==> src/rtl/ram_fir_pkg.sv <==
// Shared types and width helpers for the RAM-backed FIR controller.
package ram_fir_pkg;

  typedef enum logic [2:0] {
    CLEAR,
    IDLE,
    WRITE,
    READ,
    DRAIN
  } state_t;

  // Full-precision product of one sample and one coefficient.
  function automatic int prod_width(input int dwidth, input int cwidth);
    return dwidth + cwidth;
  endfunction

  // Accumulator width: product plus AWIDTH growth bits, so no sum can overflow.
  function automatic int acc_width(input int dwidth, input int cwidth, input int awidth);
    return dwidth + cwidth + awidth;
  endfunction

  // Coefficient index width, never narrower than one bit.
  function automatic int tap_index_width(input int taps);
    return (taps > 1) ? $clog2(taps) : 1;
  endfunction

endpackage

==> src/rtl/ram_fir_ctrl_if.sv <==
// Sample RAM (write port + registered read port) and coefficient ROM bus.
interface ram_fir_ctrl_if #(
  parameter int DWIDTH = 16,
  parameter int AWIDTH = 9,
  parameter int CWIDTH = 16,
  parameter int KWIDTH = 4
);

  logic [DWIDTH-1:0] ram_wrdata;
  logic [AWIDTH-1:0] ram_wraddr;
  logic              ram_wren;
  logic [AWIDTH-1:0] ram_rdaddr;
  logic [DWIDTH-1:0] ram_rddata;
  logic [KWIDTH-1:0] coef_addr;
  logic [CWIDTH-1:0] coef;

  modport master (
    output ram_wrdata,
    output ram_wraddr,
    output ram_wren,
    output ram_rdaddr,
    output coef_addr,
    input  ram_rddata,
    input  coef
  );

  modport slave (
    input  ram_wrdata,
    input  ram_wraddr,
    input  ram_wren,
    input  ram_rdaddr,
    input  coef_addr,
    output ram_rddata,
    output coef
  );

endinterface

==> src/rtl/ram_fir_mac.sv <==
// Multiply-accumulate pipeline: read strobe -> data/coef arrive -> product
// register -> accumulator -> result register with a one-cycle valid strobe.
module ram_fir_mac
  import ram_fir_pkg::*;
#(
  parameter int DWIDTH = 16,
  parameter int CWIDTH = 16,
  parameter int OWIDTH = 41
) (
  input  logic                     clk,
  input  logic                     rst,
  input  logic                     clear,
  input  logic                     en,
  input  logic                     last,
  input  logic signed [DWIDTH-1:0] rd_data,
  input  logic signed [CWIDTH-1:0] coef,
  output logic signed [OWIDTH-1:0] result,
  output logic                     result_valid
);

  localparam int PWIDTH = prod_width(DWIDTH, CWIDTH);

  logic                     s1_valid;
  logic                     s1_last;
  logic                     s2_valid;
  logic                     s2_last;
  logic                     s3_last;
  logic signed [PWIDTH-1:0] prod;
  logic signed [OWIDTH-1:0] acc;

  // Track which cycles carry RAM/ROM data and register the signed product.
  always_ff @(posedge clk or posedge rst) begin
    if (rst) begin
      s1_valid <= 1'b0;
      s1_last  <= 1'b0;
      s2_valid <= 1'b0;
      s2_last  <= 1'b0;
      prod     <= '0;
    end else begin
      s1_valid <= en;
      s1_last  <= en && last;
      s2_valid <= s1_valid;
      s2_last  <= s1_last;
      if (s1_valid) begin
        prod <= PWIDTH'(rd_data) * PWIDTH'(coef);
      end
    end
  end

  // Sign-extend and sum products; publish the total one cycle after the last add.
  always_ff @(posedge clk or posedge rst) begin
    if (rst) begin
      acc          <= '0;
      s3_last      <= 1'b0;
      result       <= '0;
      result_valid <= 1'b0;
    end else begin
      if (clear) begin
        acc <= '0;
      end else if (s2_valid) begin
        acc <= acc + OWIDTH'(prod);
      end
      s3_last      <= s2_valid && s2_last;
      result_valid <= s3_last;
      if (s3_last) begin
        result <= acc;
      end
    end
  end

endmodule

==> src/rtl/ram_fir_ctrl.sv <==
// FIR controller: clears the sample RAM after reset, writes each accepted
// sample into a circular history buffer, reads back the newest TAPS samples
// alongside their coefficients and hands them to the MAC pipeline.
module ram_fir_ctrl
  import ram_fir_pkg::*;
#(
  parameter int DWIDTH = 16,
  parameter int AWIDTH = 9,
  parameter int TAPS   = 16,
  parameter int CWIDTH = 16,
  parameter int OWIDTH = acc_width(DWIDTH, CWIDTH, AWIDTH),
  parameter int KWIDTH = tap_index_width(TAPS)
) (
  input  logic                     clk_i,
  input  logic                     rst_i,
  input  logic [DWIDTH-1:0]        sample_i,
  input  logic                     sample_valid_i,
  output logic                     ready_o,
  output logic signed [OWIDTH-1:0] result_o,
  output logic                     result_valid_o,
  ram_fir_ctrl_if.master           bus
);

  state_t              state;
  state_t              state_n;
  logic [AWIDTH-1:0]   wr_ptr;
  logic [KWIDTH-1:0]   tap_cnt;
  logic [DWIDTH-1:0]   sample_q;
  logic                last_tap;
  logic                mac_clear;
  logic                mac_en;

  assign last_tap  = (state == READ) && (tap_cnt == KWIDTH'(TAPS - 1));
  assign mac_en    = (state == READ);
  assign mac_clear = (state == READ) && (tap_cnt == '0);

  // State register.
  always_ff @(posedge clk_i or posedge rst_i) begin
    if (rst_i) begin
      state <= CLEAR;
    end else begin
      state <= state_n;
    end
  end

  // Next state and ready; the result cycle doubles as an accept slot.
  always_comb begin
    state_n = state;
    ready_o = 1'b0;
    case (state)
      CLEAR: begin
        if (wr_ptr == {AWIDTH{1'b1}}) begin
          state_n = IDLE;
        end
      end
      IDLE: begin
        ready_o = 1'b1;
        if (sample_valid_i) begin
          state_n = WRITE;
        end
      end
      WRITE: begin
        state_n = READ;
      end
      READ: begin
        if (last_tap) begin
          state_n = DRAIN;
        end
      end
      DRAIN: begin
        if (result_valid_o) begin
          ready_o = 1'b1;
          state_n = sample_valid_i ? WRITE : IDLE;
        end
      end
      default: begin
        state_n = CLEAR;
      end
    endcase
  end

  // Write pointer, tap counter and sample latch. During CLEAR the write
  // pointer walks every address and wraps back to 0, so it doubles as the
  // clear address counter.
  always_ff @(posedge clk_i or posedge rst_i) begin
    if (rst_i) begin
      wr_ptr   <= '0;
      tap_cnt  <= '0;
      sample_q <= '0;
    end else begin
      if (ready_o && sample_valid_i) begin
        sample_q <= sample_i;
      end
      if ((state == CLEAR) || last_tap) begin
        wr_ptr <= wr_ptr + 1'b1;
      end
      if ((state == READ) && !last_tap) begin
        tap_cnt <= tap_cnt + 1'b1;
      end else begin
        tap_cnt <= '0;
      end
    end
  end

  // RAM and ROM addressing; the clear write is held off while reset is asserted.
  always_comb begin
    bus.ram_wren   = 1'b0;
    bus.ram_wraddr = '0;
    bus.ram_wrdata = '0;
    bus.ram_rdaddr = '0;
    bus.coef_addr  = '0;
    case (state)
      CLEAR: begin
        bus.ram_wren   = ~rst_i;
        bus.ram_wraddr = wr_ptr;
      end
      WRITE: begin
        bus.ram_wren   = 1'b1;
        bus.ram_wraddr = wr_ptr;
        bus.ram_wrdata = sample_q;
      end
      READ: begin
        bus.ram_rdaddr = wr_ptr - AWIDTH'(tap_cnt);
        bus.coef_addr  = tap_cnt;
      end
      default: begin
      end
    endcase
  end

  ram_fir_mac #(
    .DWIDTH(DWIDTH),
    .CWIDTH(CWIDTH),
    .OWIDTH(OWIDTH)
  ) u_mac (
    .clk          (clk_i),
    .rst          (rst_i),
    .clear        (mac_clear),
    .en           (mac_en),
    .last         (last_tap),
    .rd_data      (bus.ram_rddata),
    .coef         (bus.coef),
    .result       (result_o),
    .result_valid (result_valid_o)
  );

endmodule

==> src/flat_wrapper.sv <==
// flat-port wrapper written by rule: the top's interface ports become plain ports
module ram_fir_ctrl_flat import ram_fir_pkg::*;
#(
  parameter int DWIDTH = 16,
  parameter int AWIDTH = 9,
  parameter int TAPS   = 16,
  parameter int CWIDTH = 16,
  parameter int OWIDTH = acc_width(DWIDTH, CWIDTH, AWIDTH),
  parameter int KWIDTH = tap_index_width(TAPS)
)
  (clk_i, rst_i, sample_i, sample_valid_i, ready_o, result_o, result_valid_o, bus_ram_wrdata, bus_ram_wraddr, bus_ram_wren, bus_ram_rdaddr, bus_coef_addr, bus_ram_rddata, bus_coef);
  ram_fir_ctrl_if #(.DWIDTH(DWIDTH), .AWIDTH(AWIDTH), .CWIDTH(CWIDTH), .KWIDTH(KWIDTH)) bus_i ();
  input  logic clk_i;
  input  logic rst_i;
  input  logic [DWIDTH-1:0] sample_i;
  input  logic sample_valid_i;
  output logic ready_o;
  output logic signed [OWIDTH-1:0] result_o;
  output logic result_valid_o;
  output wire logic [$bits(bus_i.ram_wrdata)-1:0] bus_ram_wrdata;
  output wire logic [$bits(bus_i.ram_wraddr)-1:0] bus_ram_wraddr;
  output wire logic [$bits(bus_i.ram_wren)-1:0] bus_ram_wren;
  output wire logic [$bits(bus_i.ram_rdaddr)-1:0] bus_ram_rdaddr;
  output wire logic [$bits(bus_i.coef_addr)-1:0] bus_coef_addr;
  input wire logic [$bits(bus_i.ram_rddata)-1:0] bus_ram_rddata;
  input wire logic [$bits(bus_i.coef)-1:0] bus_coef;
  assign bus_ram_wrdata = bus_i.ram_wrdata;
  assign bus_ram_wraddr = bus_i.ram_wraddr;
  assign bus_ram_wren = bus_i.ram_wren;
  assign bus_ram_rdaddr = bus_i.ram_rdaddr;
  assign bus_coef_addr = bus_i.coef_addr;
  assign bus_i.ram_rddata = bus_ram_rddata;
  assign bus_i.coef = bus_coef;
  ram_fir_ctrl #(.DWIDTH(DWIDTH), .AWIDTH(AWIDTH), .TAPS(TAPS), .CWIDTH(CWIDTH), .OWIDTH(OWIDTH), .KWIDTH(KWIDTH)) u_core (.clk_i(clk_i), .rst_i(rst_i), .sample_i(sample_i), .sample_valid_i(sample_valid_i), .ready_o(ready_o), .result_o(result_o), .result_valid_o(result_valid_o), .bus(bus_i));
endmodule
==> config.mk <==
export PLATFORM = sky130hd
export DESIGN_NAME = ram_fir_ctrl_flat
export DESIGN_NICKNAME = d
export VERILOG_FILES = /design/src/rtl/ram_fir_pkg.sv /design/src/rtl/ram_fir_ctrl_if.sv /design/src/rtl/ram_fir_mac.sv /design/src/rtl/ram_fir_ctrl.sv /design/src/flat_wrapper.sv
export SDC_FILE = /design/constraint.sdc
export NUM_CORES = 1
export LEC_CHECK = 0
export ABC_AREA = 1
export BUFFER_PORTS_ARGS = -buffer_cell sky130_fd_sc_hd__buf_2
export CAP_MARGIN = 40
export CORE_MARGIN = 2
export CORE_UTILIZATION = 40
export CTS_CLUSTER_SIZE = 40
export DETAILED_ROUTE_END_ITERATION = 6
export GPL_ROUTABILITY_DRIVEN = 0
export SETUP_SLACK_MARGIN = 0.5
export SYNTH_ARGS = -nofsm -noshare
export SYNTH_HDL_FRONTEND = slang
export SYNTH_HIERARCHICAL = 1
export SYNTH_SLANG_ARGS = --single-unit
export TNS_END_PERCENT = 100
==> constraint.sdc <==
create_clock -name clk_i -period 4.62 [get_ports clk_i]
set_clock_uncertainty 0.2 [all_clocks]
set_input_delay 0.462 -clock clk_i [delete_from_list [all_inputs] [get_ports clk_i]]
set_output_delay 0.462 -clock clk_i [all_outputs]
set_load 0.02 [all_outputs]
# Word level (Yosys, flattened, before mapping)
# Index checks and enable logic that the tools add are counted.
totals:
  ff_bits: 152
  latch_bits: 0
  mem_bits_rw: 0
  mem_bits_ro: 0
  in_bits: 51
  output_inout_bits: 82
  wordCells: 58
  mem_count: 0
classes:
  add_sub_neg: 4
  mul: 1
  n_div: 0
  n_lt_le_gt_ge: 0
  n_eq_ne: 10
  n_shift: 0
  mux: 16
  bitwise_logic: 1
  reduce_logical: 13
ops:
  columns: ["operator", "n"]
  rows:
  - ["2-to-1 mux 41 bit", 2]
  - ["adder 41 x 32 -> 41 bit", 1]
  - ["multiplier 16 x 16 -> 32 bit", 1]
  - ["2-to-1 mux 9 bit", 2]
  - ["2-to-1 mux 16 bit", 1]
  - ["one-hot mux 3 bit (5 select lines)", 1]
  - ["2-to-1 mux 3 bit", 4]
  - ["adder 9 x 1 -> 9 bit, second input constant", 1]
  - ["== test 9 bit, second input constant", 1]
  - ["subtractor 9 x 4 -> 9 bit", 1]
  - ["2-to-1 mux 4 bit", 2]
  - ["== test 3 x 2 -> 1 bit, second input constant", 2]
  - ["logical AND 1 bit", 6]
  - ["adder 4 x 1 -> 4 bit, second input constant", 1]
  - ["== test 4 bit, second input constant", 1]
  - ["zero test 4 bit", 1]
  - ["!= test 2 x 1 -> 1 bit, second input constant", 2]
  - ["!= test 2 bit, second input constant", 2]
  - ["one-hot mux 1 bit (2 select lines)", 2]
  - ["AND reduction 4 bit", 1]
  - ["== test 3 x 1 -> 1 bit, second input constant", 1]
  - ["== test 3 bit, second input constant", 1]
  - ["zero test 3 bit", 1]
  - ["2-to-1 mux 2 bit", 1]
  - ["6 further kinds", 6]

# Depth between registers and ports, before layout
depth:
  depth_word: 5
  ltp_mapped: 28

# By module
# Netlist, hierarchy kept.
modules_own_cells:
  columns: ["mod", "instances", "cells_each", "area_per_inst_um2", "seq_area_each_um2"]
  rows:
  - ["ram_fir_mac", 1, 2514, 18263.8, 3002.9]
  - ["ram_fir_ctrl", 1, 267, 1968.1, 800.8]

# Least setup slack after synthesis
# Ideal clock, no wire load.
synth_timing:
  path_type: "input to register"
  from: "input port bus_coef[3]"
  to: "register u_core.u_mac.prod[31]"
  setup_ns: 0.117
  arrival_time_ns: 5.557
  t_required_ns: 4.303
  path_slack_ns: -1.254
  cell_stages: 22
  n_path_buf: 2
  cell_sequence: "clkbuf_1 -> clkbuf_1 -> nand2_1 -> inv_1 -> fa_1 -> fa_1 -> fa_1 -> fa_1 -> fa_1 -> inv_1 -> fa_1 -> inv_1 -> ha_1 -> nand2_1 -> nor2_1 -> inv_1 -> nor3_1 -> nand2_1 -> nand3_1 -> nand2_1 -> nand3_1 -> nand2_1"
synth_via:
  elab_chain_len: 1
synth_rtl:
  columns: ["item", "line_no", "rtl"]
  rows:
  - ["from (decl)", "flat_wrapper.sv:26", "input wire logic [$bits(bus_i.coef)-1:0] bus_coef;"]
  - ["multiplier 16 x 16 -> 32 bit", "ram_fir_mac.sv:45", "prod <= PWIDTH'(rd_data) * PWIDTH'(coef);"]
  - ["to (signal assigned)", "ram_fir_mac.sv:45", null]
  - ["to (decl)", "ram_fir_mac.sv:28", "logic signed [PWIDTH-1:0] prod;"]
# No other way between the ends.
# A chain may end at the register's enable or synchronous reset.

# Final worst setup path
layout_timing:
  from: "input port bus_ram_rddata[15]"
  to: "register u_core.u_mac.prod[28]"
layout_via:
  elab_chain_len: 1
layout_rtl:
  columns: ["item", "line_no", "rtl"]
  rows:
  - ["from (decl)", "flat_wrapper.sv:25", "input wire logic [$bits(bus_i.ram_rddata)-1:0] bus_ram_rddata;"]
  - ["multiplier 16 x 16 -> 32 bit", "ram_fir_mac.sv:45", null]
# No other way between the ends.

==> results.ini <==
[run_status]
run_status=finished with violations
violations=setup timing

[cells_and_area]
drive_gt1_share_pct=22.4
nets=3490
final_cells=3730
n_antenna_cell=0
syn_to_final_growth_pct=24.8
utilization_pct=50.4

[yosys]
synth_common_cells=nand2_1, inv_1, fa_1, nor2_1, dfrtp_1
synth_seq_area_share_pct=18.8
synth_top_cell_by_area=fa_1
synth_area_um2=20200
synth-seq-cells=152
yosysWarnings=6
synth_top_area_share_pct=26.1
synth_nets=3226
synthDistinctLibCells=46
yosysMostFrequentCell=nand2_1
synthArstFlopShare_pct=100
yosys_most_used_dff=dfrtp_1
syn_inst=2781
postSynthAreaPerCell_um2=7.28
synth_edf_count=0
synth_area_leaders=fa_1, dfrtp_1, nand2_1

[setup_path]
worstSetupStartpoint=bus_ram_rddata[15]
required_ps=4760
cp.arrival_ps=5290
path_class=input pin to register
worstSetupStartpointType=input pin
worst_setup_path_end_kind=register
cp_max_fo=6
rr_worst_depth=10
reg2reg_from=u_core/u_mac/prod[31]

[clock_network]
tritoncts=yes
cts_max_level=4
clock-sinks=152
root_buffer=clkbuf_16
clk_latency_ps=450
clk_pin_slew_ps=70
numCtsBuffers=17
clock_path_buffers=2

[grt]
use_met1_pct=28.5
antenna_found_initial=0
grt_pass1_wl_um=91900
grt_remaining_overflow=0
grt_max_degree=60
top_usage_layer=met2
grt_use_met3_pct=2.52
grtUsageTotal_pct=21.6
met2_usage_pct=37.6
grt_pass1_vias=18700

[floorplan]
start_util_pct=40.4
die_x_um=229
rows=82
io_pins=133
die_y_um=229
core_area_um2=50100
dieArea_um2=52400

[routing]
routed_wirelength_um=54600
drt_first_iter_violations=1234
viasPerCell=4.82
postRouteAntennaNets=0
routedWlPerCell_um=14.6
drcViolationCount=0
firstDrtPassIters=5
num_vias=18000

[timing]
timing.final.crit_share_pct=112
setup_viol=22
worst_slack_ps=-533
max_freq_ghz=0.194
hold_viol=0
slew_headroom_pct=50.5
rsz0062_at_grt=true
worstMarginPinSlew_ps=743
min_period_ps=5150
drv_slew=0
whs_ps=59.0

[min_path]
whs_path_depth=3
hold_path.class=input pin to register
hp-start=sample_i[0]

[placed_design]
hpwl_um=45300
io_buffers=132
dp_cells=3657
dpl_worst_slack_ps=-1210

[run]
max_cap_viol_count=0

-- cell usage in the layout (no fill, tap or decap), drive strengths merged, types with 65 or more instances in the layout --
| master | Yosys | final |
|---|---|---|
| inv | 653 | 658 |
| nor2 | 206 | 206 |
| fa | 264 | 264 |
| o21ai | 65 | 65 |
| a21oi | 99 | 99 |
| buf | 18 | 326 |
| dfrtp | 152 | 152 |
| nand3 | 113 | 113 |
| nand2 | 875 | 875 |
| ha | 130 | 130 |
-- worst max-delay path, stage by stage --
cell and delay [ps]:
buf_12 120, nand2_4 70, inv_2 40, fa_2 600, fa_2 530, buf_4 180, fa_2 560, fa_1 420
fa_1 500, inv_1 50, fa_1 490, inv_2 50, ha_4 310, nand2_4 90, nor2_4 150, buf_4 130
nand2_2 50, nor2_1 100, nand2_1 80, nand3_1 90, nand2_1 50, nand3_1 90, nand2_1 60
-- final timing paths --
| path | end | slack [ps] |
|---|---|---|
| min | u_core/sample_q[0] | 60 |
| max reg2reg | u_core/u_mac/acc[34] | 1960 |
| max in group asynchronous | u_core/u_mac/acc[3] | 2770 |
| max | u_core/u_mac/prod[28] | -530 |
| min in group asynchronous | u_core/sample_q[10] | 500 |
| min reg2reg | u_core/u_mac/s2_last | 150 |
-- cell type report --
| cell class | instances | area [um2] |
|---|---|---|
| clock buffers | 18 | 439 |
| clock inverters | 14 | 138 |
| fillers | 4878 | 24800 |
| inverters | 653 | 2460 |
| multi-input cells | 1891 | 14900 |
| flip-flops and latches | 152 | 3800 |
| well taps | 672 | 841 |
| repair buffers | 330 | 2630 |
-- registers in the layout (all words and copies together), names as in the netlist, 3 cells and up --
| signal | cells |
|---|---|
| u_core/u_mac/prod | 32 |
| u_core/state | 3 |
| u_core/u_mac/result | 41 |
| u_core/wr_ptr | 9 |
| u_core/u_mac/acc | 41 |
| u_core/sample_q | 16 |
| u_core/tap_cnt | 4 |
-- routing by layer --
metal  wire, um  share of wire, %
met2      26800                49
met5          0                 0
met1      24300                44
met4       1130               2.1
met3       2390               4.4
-- cell families after synthesis --
family	count (synthesis)	synth area share, %
muxes	32	1.78
AOI/OAI and AO/OA	181	4.71
DFF	152	18.8
and+or+nand+nor	1262	25.6
buffers and inverters	738	14.0
adders and majority gates	394	34.2
xor gates and xnor gates	22	0.952
-- per-stage QoR --
step                setup TNS [ps]  cell area [um2]
global route                -12420            25300
finish                       -8760            25300
floorplan                   -12730            21100
CTS                          -8670            24700
global placement            -21830            23100
detailed placement          -22470            23200
-- timing repair --
action / 4_1_cts / 5_1_grt
buffers inserted: 24 / 14
pin swaps: 96 / 73
endpoints found under the setup margin: 25 / 26
hold buffers: 1 / 0
cloned: 2 / 0
resized for setup: 211 / 125
hold endpoints to repair: 69 / 0
Power is not shown: default switching activity piles up to over one toggle a cycle in this logic, so the estimate is an artifact.
